`src/rtl/refresh_scanner_if.sv`:
```
// Control and display-drive signals of the digit refresh scanner.
// master = the scanner itself, slave = the controller / segment mux side.
interface refresh_scanner_if #(
  parameter int NUM_DIGITS = 8,
  parameter int IDX_W      = $clog2(NUM_DIGITS)
);
  logic                  enable;
  logic [NUM_DIGITS-1:0] digit_mask;
  logic [IDX_W-1:0]      digit_sel;
  logic [NUM_DIGITS-1:0] anode;
  logic                  slot_tick;
  logic                  frame_done;

  modport master (
    input  enable, digit_mask,
    output digit_sel, anode, slot_tick, frame_done
  );

  modport slave (
    output enable, digit_mask,
    input  digit_sel, anode, slot_tick, frame_done
  );
endinterface

```
`src/rtl/refresh_scanner.sv`:
```
// Seven-segment digit scanner: prescaled slots, dead-time gap before each digit,
// pause, per-digit blanking and selectable anode polarity.
module refresh_scanner #(
  parameter int NUM_DIGITS       = 8,
  parameter int PRESCALE         = 100000,
  parameter int GAP_CYCLES       = 1000,
  parameter int ANODE_ACTIVE_LOW = 1
) (
  input logic              refresh_clock,
  input logic              reset,
  refresh_scanner_if.master bus
);
  localparam int IDX_W = $clog2(NUM_DIGITS);
  localparam int CNT_W = $clog2(PRESCALE);

  localparam logic [CNT_W-1:0] CNT_LAST = CNT_W'(PRESCALE - 1);
  localparam logic [CNT_W-1:0] GAP_LAST = CNT_W'((GAP_CYCLES > 0) ? GAP_CYCLES - 1 : 0);
  localparam logic [IDX_W-1:0] DIG_LAST = IDX_W'(NUM_DIGITS - 1);

  typedef enum logic [1:0] {
    IDLE = 2'd0,
    GAP  = 2'd1,
    ON   = 2'd2
  } state_e;

  // With no dead time a new slot goes straight to the lit phase.
  localparam state_e START_ST = (GAP_CYCLES > 0) ? GAP : ON;

  state_e           state_q, state_d;
  logic [CNT_W-1:0] cnt_q, cnt_d;
  logic [IDX_W-1:0] digit_sel_q, digit_sel_d;
  logic             slot_tick_q, slot_tick_d;
  logic             frame_done_q, frame_done_d;
  logic [IDX_W-1:0] sel_next;
  logic [NUM_DIGITS-1:0] lit;

  always_ff @(posedge refresh_clock or posedge reset) begin
    if (reset) begin
      state_q      <= IDLE;
      cnt_q        <= '0;
      digit_sel_q  <= '0;
      slot_tick_q  <= 1'b0;
      frame_done_q <= 1'b0;
    end else begin
      state_q      <= state_d;
      cnt_q        <= cnt_d;
      digit_sel_q  <= digit_sel_d;
      slot_tick_q  <= slot_tick_d;
      frame_done_q <= frame_done_d;
    end
  end

  always_comb begin
    state_d      = state_q;
    cnt_d        = cnt_q;
    digit_sel_d  = digit_sel_q;
    slot_tick_d  = 1'b0;
    frame_done_d = 1'b0;
    sel_next     = (digit_sel_q == DIG_LAST) ? '0 : digit_sel_q + 1'b1;

    if (!bus.enable) begin
      state_d = IDLE;
      cnt_d   = '0;
    end else begin
      unique case (state_q)
        IDLE: begin
          state_d     = START_ST;
          cnt_d       = '0;
          slot_tick_d = 1'b1;
        end
        GAP: begin
          cnt_d = cnt_q + 1'b1;
          if (cnt_q == GAP_LAST) state_d = ON;
        end
        ON: begin
          if (cnt_q == CNT_LAST) begin
            cnt_d        = '0;
            state_d      = START_ST;
            slot_tick_d  = 1'b1;
            digit_sel_d  = sel_next;
            frame_done_d = (sel_next == '0);
          end else begin
            cnt_d = cnt_q + 1'b1;
          end
        end
        default: begin
          state_d = IDLE;
          cnt_d   = '0;
        end
      endcase
    end
  end

  // Mask is applied live so a blanked digit goes dark in the same cycle.
  always_comb begin
    lit = '0;
    for (int i = 0; i < NUM_DIGITS; i++) begin
      lit[i] = (state_q == ON) && (digit_sel_q == IDX_W'(i)) && bus.digit_mask[i];
    end
  end

  assign bus.anode      = (ANODE_ACTIVE_LOW != 0) ? ~lit : lit;
  assign bus.digit_sel  = digit_sel_q;
  assign bus.slot_tick  = slot_tick_q;
  assign bus.frame_done = frame_done_q;
endmodule

```
`src/flat_wrapper.sv`:
```
// flat-port wrapper written by rule: the top's interface ports become plain ports
module refresh_scanner_flat 
#(
  parameter int NUM_DIGITS       = 8,
  parameter int PRESCALE         = 100000,
  parameter int GAP_CYCLES       = 1000,
  parameter int ANODE_ACTIVE_LOW = 1
)
  (refresh_clock, reset, bus_enable, bus_digit_mask, bus_digit_sel, bus_anode, bus_slot_tick, bus_frame_done);
  refresh_scanner_if #(.NUM_DIGITS(NUM_DIGITS)) bus_i ();
  input logic refresh_clock;
  input logic reset;
  input wire logic [$bits(bus_i.enable)-1:0] bus_enable;
  input wire logic [$bits(bus_i.digit_mask)-1:0] bus_digit_mask;
  output wire logic [$bits(bus_i.digit_sel)-1:0] bus_digit_sel;
  output wire logic [$bits(bus_i.anode)-1:0] bus_anode;
  output wire logic [$bits(bus_i.slot_tick)-1:0] bus_slot_tick;
  output wire logic [$bits(bus_i.frame_done)-1:0] bus_frame_done;
  assign bus_i.enable = bus_enable;
  assign bus_i.digit_mask = bus_digit_mask;
  assign bus_digit_sel = bus_i.digit_sel;
  assign bus_anode = bus_i.anode;
  assign bus_slot_tick = bus_i.slot_tick;
  assign bus_frame_done = bus_i.frame_done;
  refresh_scanner #(.NUM_DIGITS(NUM_DIGITS), .PRESCALE(PRESCALE), .GAP_CYCLES(GAP_CYCLES), .ANODE_ACTIVE_LOW(ANODE_ACTIVE_LOW)) u_core (.refresh_clock(refresh_clock), .reset(reset), .bus(bus_i));
endmodule
```
`config.mk`:
```
export PLATFORM = sky130hd
export DESIGN_NAME = refresh_scanner_flat
export DESIGN_NICKNAME = d
export VERILOG_FILES = /design/src/rtl/refresh_scanner_if.sv /design/src/rtl/refresh_scanner.sv /design/src/flat_wrapper.sv
export SDC_FILE = /design/constraint.sdc
export NUM_CORES = 1
export LEC_CHECK = 0
export BUFFER_PORTS_ARGS = -buffer_cell sky130_fd_sc_hd__buf_2
export CORE_MARGIN = 3
export CORE_UTILIZATION = 35
export CTS_BUF_LIST = sky130_fd_sc_hd__clkbuf_4
export CTS_CLUSTER_DIAMETER = 60
export DETAILED_ROUTE_END_ITERATION = 12
export GPL_TIMING_DRIVEN = 0
export SLEW_MARGIN = 20
export SYNTH_ARGS = -nofsm -noshare
export SYNTH_HDL_FRONTEND = slang
export SYNTH_SLANG_ARGS = --single-unit
```
`constraint.sdc`:
```
create_clock -name refresh_clock -period 2.8 [get_ports refresh_clock]
set_clock_uncertainty 0.05 [all_clocks]
set_input_delay 0.7 -clock refresh_clock [delete_from_list [all_inputs] [get_ports refresh_clock]]
set_output_delay 0.7 -clock refresh_clock [all_outputs]
set_load 0.01 [all_outputs]
```
==> qor.yml, run 1 <==
hpwl_um: 1910
slew_violations: 0
die_w_um: 68.2
dieArea_mm2: 0.00465
max_stage_delay_ps: 440
synthCells: 134
fin_crit_ps: 2320
crit_chain: "inv_1, ha_1, clkbuf_8, nor2b_1, nand3_1, buf_2"
outcome: "completed"
worst_pin_slew_ps: 908
cp_num_buf_inv: 3
first_pass_iters: 4
fin_setup_tns_ps: 0
syn-num-nets: 157
pre_cts_ws_ps: 830
track_usage_pct: 12.3
ctsResizeCount: 0
power_leakage_nw: 0.701
vias: 1051
rsz0062_at_grt: "false"
drt_iter0_drc: 41
worst_ep_required_time_ps: 2050
path_class: "reg -> out"
finalSetupViolations: 0
end_kind: "output port"
cp_slowest_cell: "dfrtp_1"
worstPathArrival_ps: 1570
drc: 0
start_kind: "flop"
grt_max_degree: 25
p_per_area_mw_per_mm2: 373
synthDistinctLibCells: 27
synth_area_mm2: 0.00136
max_cap_viol_count: 0
ctsHoldBuffers: 0
avgRoutedWirePerCell_um: 12.5
syn_to_final_growth_pct: 14.4
cts_setup_buffers: 0
drt-total-wl_um: 2580
r2r_cells: 7
num-nets-final: 185
die_h_um: 68.2
yosys_warnings: 0
asyncSetResetFlopFracSynth_pct: 100
ant_nets: 0
core_mm2: 0.00352
cts_tree: "done"
synth_area_per_cell_um2: 10.1
io_pins: 24
hold_viol: 0
fmax_mhz: 431
grt_pass1_vias: 979
cts_buffer_depth: 2
diodes: 0
htree_levels: 1
ir_worst_vdd_mv: 0.206
synthFlopType: "dfrtp_1"
min_period_over_period_pct: 82.8
hold-path-cell-count: 1
fp-row-count: 21
cts_sinks: 24
portBuffers: 23
cts_made_buffers: 3
grt_pass1_wl_um: 4310
cp_max_fo: 10
vias_per_cell: 5.10
drive_gt1_share_pct: 21.3
clk_latency_ps: 330
setup_slack_ps: 482
clk_pin_slew_ps: 120
finalWeightedCongestion: 0.749
cts_root_buffer: "clkbuf_4"
synth.ff_latch_count: 24
cp_num_cells: 6
start_util_pct: 38.5
slew_headroom_pct: 39.4
ys_seq_area_share_pct: 44.3
synth_edf_count: 0
grt.overflow.total: 0
cpLargestDelayFamily: "flip-flops"
hold_path.class: "reg -> reg"
antenna_found_initial: 0
[cells in the mapped netlist (2+ instances only)]
cell | number | area share (%)
and4_2 | 2 | 1.5
nor2_1 | 20 | 5.5
nand2_1 | 11 | 3.0
nand3_1 | 8 | 3.0
nand4_1 | 8 | 3.7
mux2i_1 | 2 | 1.5
nor3_1 | 3 | 1.1
dfrtp_1 | 24 | 44
o21ai_0 | 3 | 1.1
xnor2_1 | 5 | 3.2
ha_1 | 12 | 11
and3_1 | 5 | 2.3
xor2_1 | 10 | 6.5
inv_1 | 8 | 2.2
[logic make-up after synthesis]
kind of cell,after synthesis,share of synthesized area [%]
AO/OA/AOI/OAI,8,4.89
XOR/XNOR,15,9.69
adder cells (fa/ha/maj),12,11.1
buffers and inverters,10,4.06
flip-flops,24,44.3
multiplexers,2,1.48
AND/OR/NAND/NOR,63,24.5
[where the power goes]
| part | leakage [nW] | internal (mW) | switching, mW | total [mW] |
|---|---|---|---|---|
| registers | 0.317 | 0.354 | 0.00548 | 0.359 |
| clock network | 0.0138 | 0.0506 | 0.106 | 0.157 |
| logic | 0.370 | 0.0249 | 0.0362 | 0.0611 |
[worst reg2reg max path: cells and delay by family, from the launching register on]
family	cells	cell delay (ps)
simple gates	4	660
flops	1	390
compound gates	1	280
fa+ha+maj	1	240
buf+inv	1	190
[state kept, by name, indices dropped and copies added, names as in the netlist]
register,count
u_core.cnt_q,17
u_core.bus.digit_sel,3
u_core.state_q,2
u_core.bus.frame_done,1
u_core.bus.slot_tick,1
[layout by cell type (no fill, tap or decap)]
cell and count:
dfrtp_1 24, buf_2 23, nor2_1 20, ha_1 12, nand2_1 11, xor2_1 10
inv_1 8, nand4_1 8, nand3_1 8, and3_1 5, xnor2_1 5, nor3_1 3
o21ai_0 3, clkbuf_4 3, and4_2 2, mux2i_1 2, clkbuf_8 1, o211ai_1 1
nor4_4 1, nor4_1 1, nor4b_1 1, and2_4 1, a21oi_1 1, nor2b_1 1
o211ai_4 1, buf_6 1, and3_2 1, a21o_1 1, o211a_1 1
[layer usage]
metal	vias to the layer above	routed length [µm]	part of all wire [%]	global-route usage, %
met5	-	0	0	0
met4	0	48	1.9	6.20
met3	3	182	7.1	1.97
met2	35	1170	46	20.7
met1	504	1170	45	15.1
li1	509	-	-	-
[per-stage QoR]
stage	power (mW)	instances	hold slack (ps)	util [%]	area (µm²)
6_report	0.578	206	415	44.0	1550
5_1_grt	0.611	206	451	44.0	1550
4_1_cts	0.593	206	421	44.0	1550
3_5_place_dp	0.429	203	403	43.4	1530
3_3_place_gp	0.426	203	394	43.4	1530
2_1_floorplan	0.408	134	380	-	1360
[path summary, 6_finish.rpt]
| path | startpoint | endpoint | slack, ps |
|---|---|---|---|
| hold reg to reg | u_core.cnt_q[0] | u_core.cnt_q[0] | 410 |
| setup / recovery | u_core.state_q[0] | bus_anode[0] | 480 |
| hold / removal | u_core.cnt_q[0] | u_core.cnt_q[0] | 410 |
| max in group asynchronous | reset | u_core.cnt_q[0] | 1650 |
| min in group asynchronous | reset | u_core.bus.digit_sel[2] | 490 |
| setup reg to reg | u_core.cnt_q[0] | u_core.cnt_q[9] | 900 |
[cell type report]
cell class              instances  area, µm²
clock buffers                   3       22.5
inverters                       8       30.0
fillers                       354       1970
well taps                      46       57.6
flip-flops and latches         24        601
multi-input cells             100        699
plain buffers                   2       25.0
repair buffers                 23        115
Note: power is estimated with default switching activity, not from simulation.
==> run 2: changes to the inputs <==
- ABC_AREA: unset -> 1
- clock period: 2.8 -> 2.1 ns (I/O delays scaled with it)
==> qor.yml, run 2 <==
outcome: "completed"
p_clk_share_pct: 19.9  # -7.3 points
first_pass_iters: 4  # unchanged
seqPwrFrac_pct: 49.2  # -13 points
end_kind: "output port"
internal_power_uw: 698  # +62%
synth_top_area_share_pct: 38.5  # -5.8 points
avgRoutedWirePerCell_um: 10.3  # -17%
finalSetupViolations: 0  # unchanged
clk_latency_ps: 310  # -20 ps
drc: 0  # unchanged
worstPathArrival_ps: 1420  # -150 ps
cp_slowest_cell: "dfrtp_1"
ctsHoldBuffers: 0  # unchanged
ys_seq_area_share_pct: 38.5  # -5.8 points
grt_pass1_vias: 1145  # +17%
path_class: "reg -> out"
slew_violations: 0  # unchanged
dieArea_mm2: 0.00529  # +14%
power_leakage_nw: 0.871  # +24%
synth_area_mm2: 0.00156  # +15%
ir_worst_vdd_mv: 0.405  # +97%
asyncSetResetFlopFracSynth_pct: 100  # unchanged
vias: 1265  # +20%
swShare_pct: 32.5  # +6.9 points
crit_start: "u_core.bus.digit_sel[0]"
start_kind: "flop"
synth_area_per_cell_um2: 7.68  # -24%
synth_common_cells: "nand2_1, nor2_1, inv_1, dfrtp_1, nand3_1"
track_usage_pct: 12.1  # -0.21 points
drt_iter0_drc: 23  # -44%
final_cell_mix: "nand2_1, nor2_1, inv_1"
cp_common_cell: "ha_1"
worst_pin_slew_ps: 900  # -8.59 ps
min_period_over_period_pct: 94.9
ant_nets: 0  # unchanged
r2r-start: "u_core.cnt_q[0]"
antenna_found_initial: 0  # unchanged
share_comb_of_total_power_pct: 30.9  # +20 points
num-fill-cells: 446  # +26%
fmax_mhz: 502
timing.hold.ws_ps: 331  # -83.4 ps
cts_made_buffers: 3  # unchanged
num-nets-final: 258  # +39%
cts_root_buffer: "clkbuf_4"
slew_headroom_pct: 39.9  # +0.57 points
fp-row-count: 23  # +9.5%
synthCells: 203  # +51%
grt_pass1_wl_um: 5070  # +18%
cts_buffer_depth: 2  # unchanged
die_w_um: 72.7  # +6.6%
vias_per_cell: 4.45  # -13%
start_util_pct: 37.6  # -0.87 points
yosysMostFrequentCell: "nand2_1"
cts_sinks: 24  # unchanged
io_pins: 24  # unchanged
layout_commonest_cell: "nand2_1"
fin_util_pct: 43.3  # -0.70 points
synth.ff_latch_count: 24  # unchanged
hpwl_um: 2330  # +22%
r2r_end: "u_core.cnt_q[11]"
crit_chain: "ha_1, ha_1, nand3_1, buf_2"
rsz0062_at_grt: "false"
worst_ep_required_time_ps: 1520  # -530 ps
synthFlopType: "dfrtp_1"
switchingPower_uw: 336  # +130%
grt.overflow.total: 0  # unchanged
diodes: 0  # unchanged
fin_crit_ps: 1990
cp_max_fo: 6  # -4
max_cap_viol_count: 0  # unchanged
die_h_um: 72.7  # +6.6%
hold_path.class: "in -> async"
synth_edf_count: 0  # unchanged
instances_no_fill: 284  # +38%
htree_levels: 1  # unchanged
synthDistinctLibCells: 22  # -19%
yosys_warnings: 0  # unchanged
hold_viol: 0  # unchanged
yosysTopAreaCell: "dfrtp_1"
r2r_cells: 11  # +4
largest_register_ffs: 17  # unchanged
fin_setup_tns_ps: 0  # unchanged
regToRegSetupSlack_ps: 450  # -450 ps
core_mm2: 0.00414  # +18%
syn-num-nets: 226  # +44%
cts_tree: "done"
finalWeightedCongestion: 0.800  # +6.7%
clk_pin_slew_ps: 130  # about the same
max_stage_delay_ps: 470  # +30 ps
drive_gt1_share_pct: 24.4  # +3.1 points
portBuffers: 23  # unchanged
grt_max_degree: 25  # unchanged
crit_path_end: "bus_anode[7]"
dpl.cell_count: 276  # +36%
synth_area_leaders: "dfrtp_1, nand2_1, ha_1, nor2_1, inv_1"
largest-register: "u_core.cnt_q"
syn_to_final_growth_pct: 15.2
drt-total-wl_um: 2930  # +14%
p_per_area_mw_per_mm2: 576  # +55%
-- run 2: cell count changes in the layout (fill, tap and decap cells not counted), moves of 5 or more --
cell / change
nor2_1: +9
nand3_1: +6
nand2_1: +36
nor2_2: +12
buf_4: +5
inv_1: +18
and3_1: -5
-- run 2: worst max-delay path: cells and delay by family (launching register included) --
family	cells	cell delay [ps]
adder cells (fa/ha/maj)	2	450
AND/OR/NAND/NOR	1	60
flip-flops	1	470
buffers and inverters	1	120
-- run 2: cells by family after synthesis --
group | Yosys count | synth area share, %
flops | 24 | 38.5
simple gates | 117 | 34.2
xor+xnor | 9 | 5.06
fa+ha+maj | 12 | 9.63
compound gates | 7 | 2.65
buf+inv | 34 | 9.95
-- run 2: worst min-delay path by stage --
stage | start | endpoint | slack, ps | depth (start not counted)
final | reset | u_core.bus.digit_sel[0] | 330 | 2
after floorplan | u_core.cnt_q[0] | u_core.cnt_q[0] | 380 | 1
after detailed placement | u_core.cnt_q[0] | u_core.cnt_q[0] | 410 | 1
after CTS | reset | u_core.cnt_q[8] | 360 | 2
after global placement | u_core.cnt_q[0] | u_core.cnt_q[0] | 400 | 1
after global routing | reset | u_core.state_q[1] | 390 | 2
-- run 2: final cells by class --
cell class | count | area (µm²) | area share, %
repair buffers | 27 | 145 | 8.08
inverters | 31 | 116 | 6.48
multi-input cells | 145 | 806 | 44.9
clock buffers | 3 | 22.5 | 1.25
plain buffers | 3 | 38.8 | 2.16
well taps | 50 | 62.6 | 3.48
clock inverters | 1 | 3.75 | 0.209
flip-flops and latches | 24 | 601 | 33.4
-- run 2: layer usage --
layer	wire [µm]	up-vias	global-route usage [%]
met5	0	-	0
met4	19	0	2.46
met1	1510	565	16.5
met3	103	2	3.31
li1	-	685	-
met2	1300	13	19.1
-- run 2: what timing repair did --
| item | CTS | global route |
|---|---|---|
| setup endpoints to repair | 0 | 2 |
| gates resized for setup | 0 | 3 |
| setup buffers | 0 | 4 |
-- run 2: power by group through the flow --
stage	sequential (mW)	combinational (mW)	clock, mW
after floorplan	0.520	0.223	0
after detailed placement	0.519	0.284	0
final	0.509	0.320	0.206
after CTS	0.510	0.285	0.222
after global routing	0.515	0.366	0.239
after global placement	0.519	0.284	0
-- run 2: metrics by stage --
step | area (µm²) | worst slack [ps] | power, mW
4_1_cts | 1760 | 30.1 | 1.02
2_1_floorplan | 1560 | 552 | 0.742
5_1_grt | 1800 | 2.14 | 1.12
3_5_place_dp | 1740 | 419 | 0.804
6_report | 1800 | 107 | 1.03
3_3_place_gp | 1740 | 438 | 0.803
==> run 3: changes to the inputs <==
- ABC_AREA: 1 -> unset
- CTS_BUF_LIST: sky130_fd_sc_hd__clkbuf_4 -> unset
==> qor.yml, run 3 (synthesis results as in run 1) <==
portBuffers: 23  # unchanged
cp_num_buf_inv: 3  # +2
grt_pass1_vias: 983  # -14%
drt_iter0_drc: 51  # +120%
r2r_end: "u_core.cnt_q[12]"
largest-register: "u_core.cnt_q"
clk_pin_slew_ps: 80  # -50 ps
diodes: 0  # unchanged
hold_viol: 0  # unchanged
grt_max_degree: 25  # unchanged
largest_register_ffs: 17  # unchanged
cts_root_buffer: "clkbuf_8"
antenna_found_initial: 0  # unchanged
dpl.cell_count: 203  # -26%
die_h_um: 68.2  # -6.2%
htree_levels: 1  # unchanged
final_cell_mix: "dfrtp_1, buf_2, nor2_1"
regToRegSetupSlack_ps: 220  # -230 ps
finalSetupViolations: 0  # unchanged
drt-total-wl_um: 2590  # -12%
fin_util_pct: 45.0  # +1.7 points
avgRoutedWirePerCell_um: 12.5  # +21%
r2r_cells: 7  # -4
path_class: "reg -> out"
core_mm2: 0.00352  # -15%
max_stage_delay_ps: 400  # -70 ps
cts_buffer_depth: 2  # unchanged
grt_pass1_wl_um: 4350  # -14%
grt.overflow.total: 0  # unchanged
vias: 1063  # -16%
slew_headroom_pct: 39.1  # -0.88 points
vias_per_cell: 5.14  # +15%
track_usage_pct: 12.5  # +0.38 points
cts_sinks: 24  # unchanged
fp-row-count: 21  # -8.7%
die_w_um: 68.2  # -6.2%
fin_crit_ps: 2010  # +12.8 ps
dieArea_mm2: 0.00465  # -12%
instances_no_fill: 207  # -27%
min_period_over_period_pct: 95.5  # +0.61 points
layout_commonest_cell: "dfrtp_1"
cp_slowest_cell: "dfrtp_1"
worstPathArrival_ps: 1430  # about the same
total_power_uw: 842  # -19%
start_util_pct: 38.5  # +0.87 points
cts_tree: "done"
r2r-start: "u_core.cnt_q[0]"
start_kind: "flop"
finalWeightedCongestion: 0.749  # -6.3%
end_kind: "output port"
p_per_area_mw_per_mm2: 531  # -7.8%
fin_setup_tns_ps: 0  # unchanged
fmax_mhz: 499  # -0.64%
crit_chain: "inv_1, ha_1, buf_8, nor2b_4, nand3_1, buf_2"
cp_max_fo: 10  # +4
first_pass_iters: 4  # unchanged
hpwl_um: 1910  # -18%
drive_gt1_share_pct: 22.4  # -2.0 points
ant_nets: 0  # unchanged
syn_to_final_growth_pct: 17.0
max_cap_viol_count: 0  # unchanged
cts_made_buffers: 3  # unchanged
worst_ep_required_time_ps: 1520  # about the same
io_pins: 24  # unchanged
cpLargestDelayFamily: "flip-flops"
num-nets-final: 186  # -28%
crit_start: "u_core.state_q[0]"
outcome: "completed"
drc: 0  # unchanged
power_leakage_nw: 0.714  # -18%
ir_worst_vdd_mv: 0.303  # -25%
hold_path.class: "in -> async"
clk_latency_ps: 270  # -40 ps
worst_pin_slew_ps: 913  # +13.3 ps
slew_violations: 0  # unchanged
ctsHoldBuffers: 0  # unchanged
==> run 3: changes by cell type in the layout (fill, tap and decap cells not counted), moves of 3 or more <==
| cell | change |
|---|---|
| and3_1 | +5 |
| buf_4 | -4 |
| clkbuf_4 | -3 |
| clkbuf_8 | +3 |
| inv_1 | -18 |
| inv_2 | -4 |
| nand2_1 | -36 |
| nand2_2 | -4 |
| nand3_1 | -6 |
| nor2_1 | -9 |
| nor2_2 | -12 |
| xor2_1 | +4 |
==> run 3: worst max path at each step <==
| stage | slack, ps | to | cells past startpoint |
|---|---|---|---|
| global placement | 220 | u_core.cnt_q[11] | 7 |
| floorplan | 420 | u_core.cnt_q[9] | 7 |
| global route | -1 | bus_anode[0] | 6 |
| detailed placement | 210 | u_core.cnt_q[12] | 7 |
| CTS | 30 | bus_anode[0] | 6 |
| finish | 90 | bus_anode[0] | 6 |
==> run 3: metal layers <==
| metal | vias up | wire length [µm] | GRT usage, % |
|---|---|---|---|
| li1 | 514 | - | - |
| met5 | - | 0 | 0 |
| met2 | 34 | 1170 | 20.9 |
| met3 | 5 | 176 | 2.46 |
| met1 | 510 | 1190 | 15.1 |
| met4 | 0 | 53 | 6.20 |
==> run 3: cell type report <==
class / count / area (µm²)
Clock buffer: 3 / 41.3
Tap cell: 46 / 57.6
Sequential cell: 24 / 601
Timing Repair Buffer: 24 / 123
Buffer: 2 / 26.3
Fill cell: 354 / 1940
Inverter: 8 / 30.0
Multi-Input combinational cell: 100 / 707
==> run 3: stage by stage <==
step | hold slack, ps | setup slack, ps | area (µm²)
finish | 393 | 94.0 | 1590
global route | 444 | -1.37 | 1590
CTS | 415 | 26.3 | 1570
detailed placement | 403 | 211 | 1530
global placement | 394 | 220 | 1530
floorplan | 380 | 421 | 1360
==> run 3: repair_timing <==
item,4_1_cts,5_1_grt
gates resized for setup,1,2
buffers inserted,0,1
setup endpoints to repair,1,2
==> run 3: report_power, final <==
group          total [mW]  internal, mW  switching (mW)
registers           0.477         0.471         0.00582
clock network       0.273         0.129           0.145
logic              0.0910        0.0392          0.0518
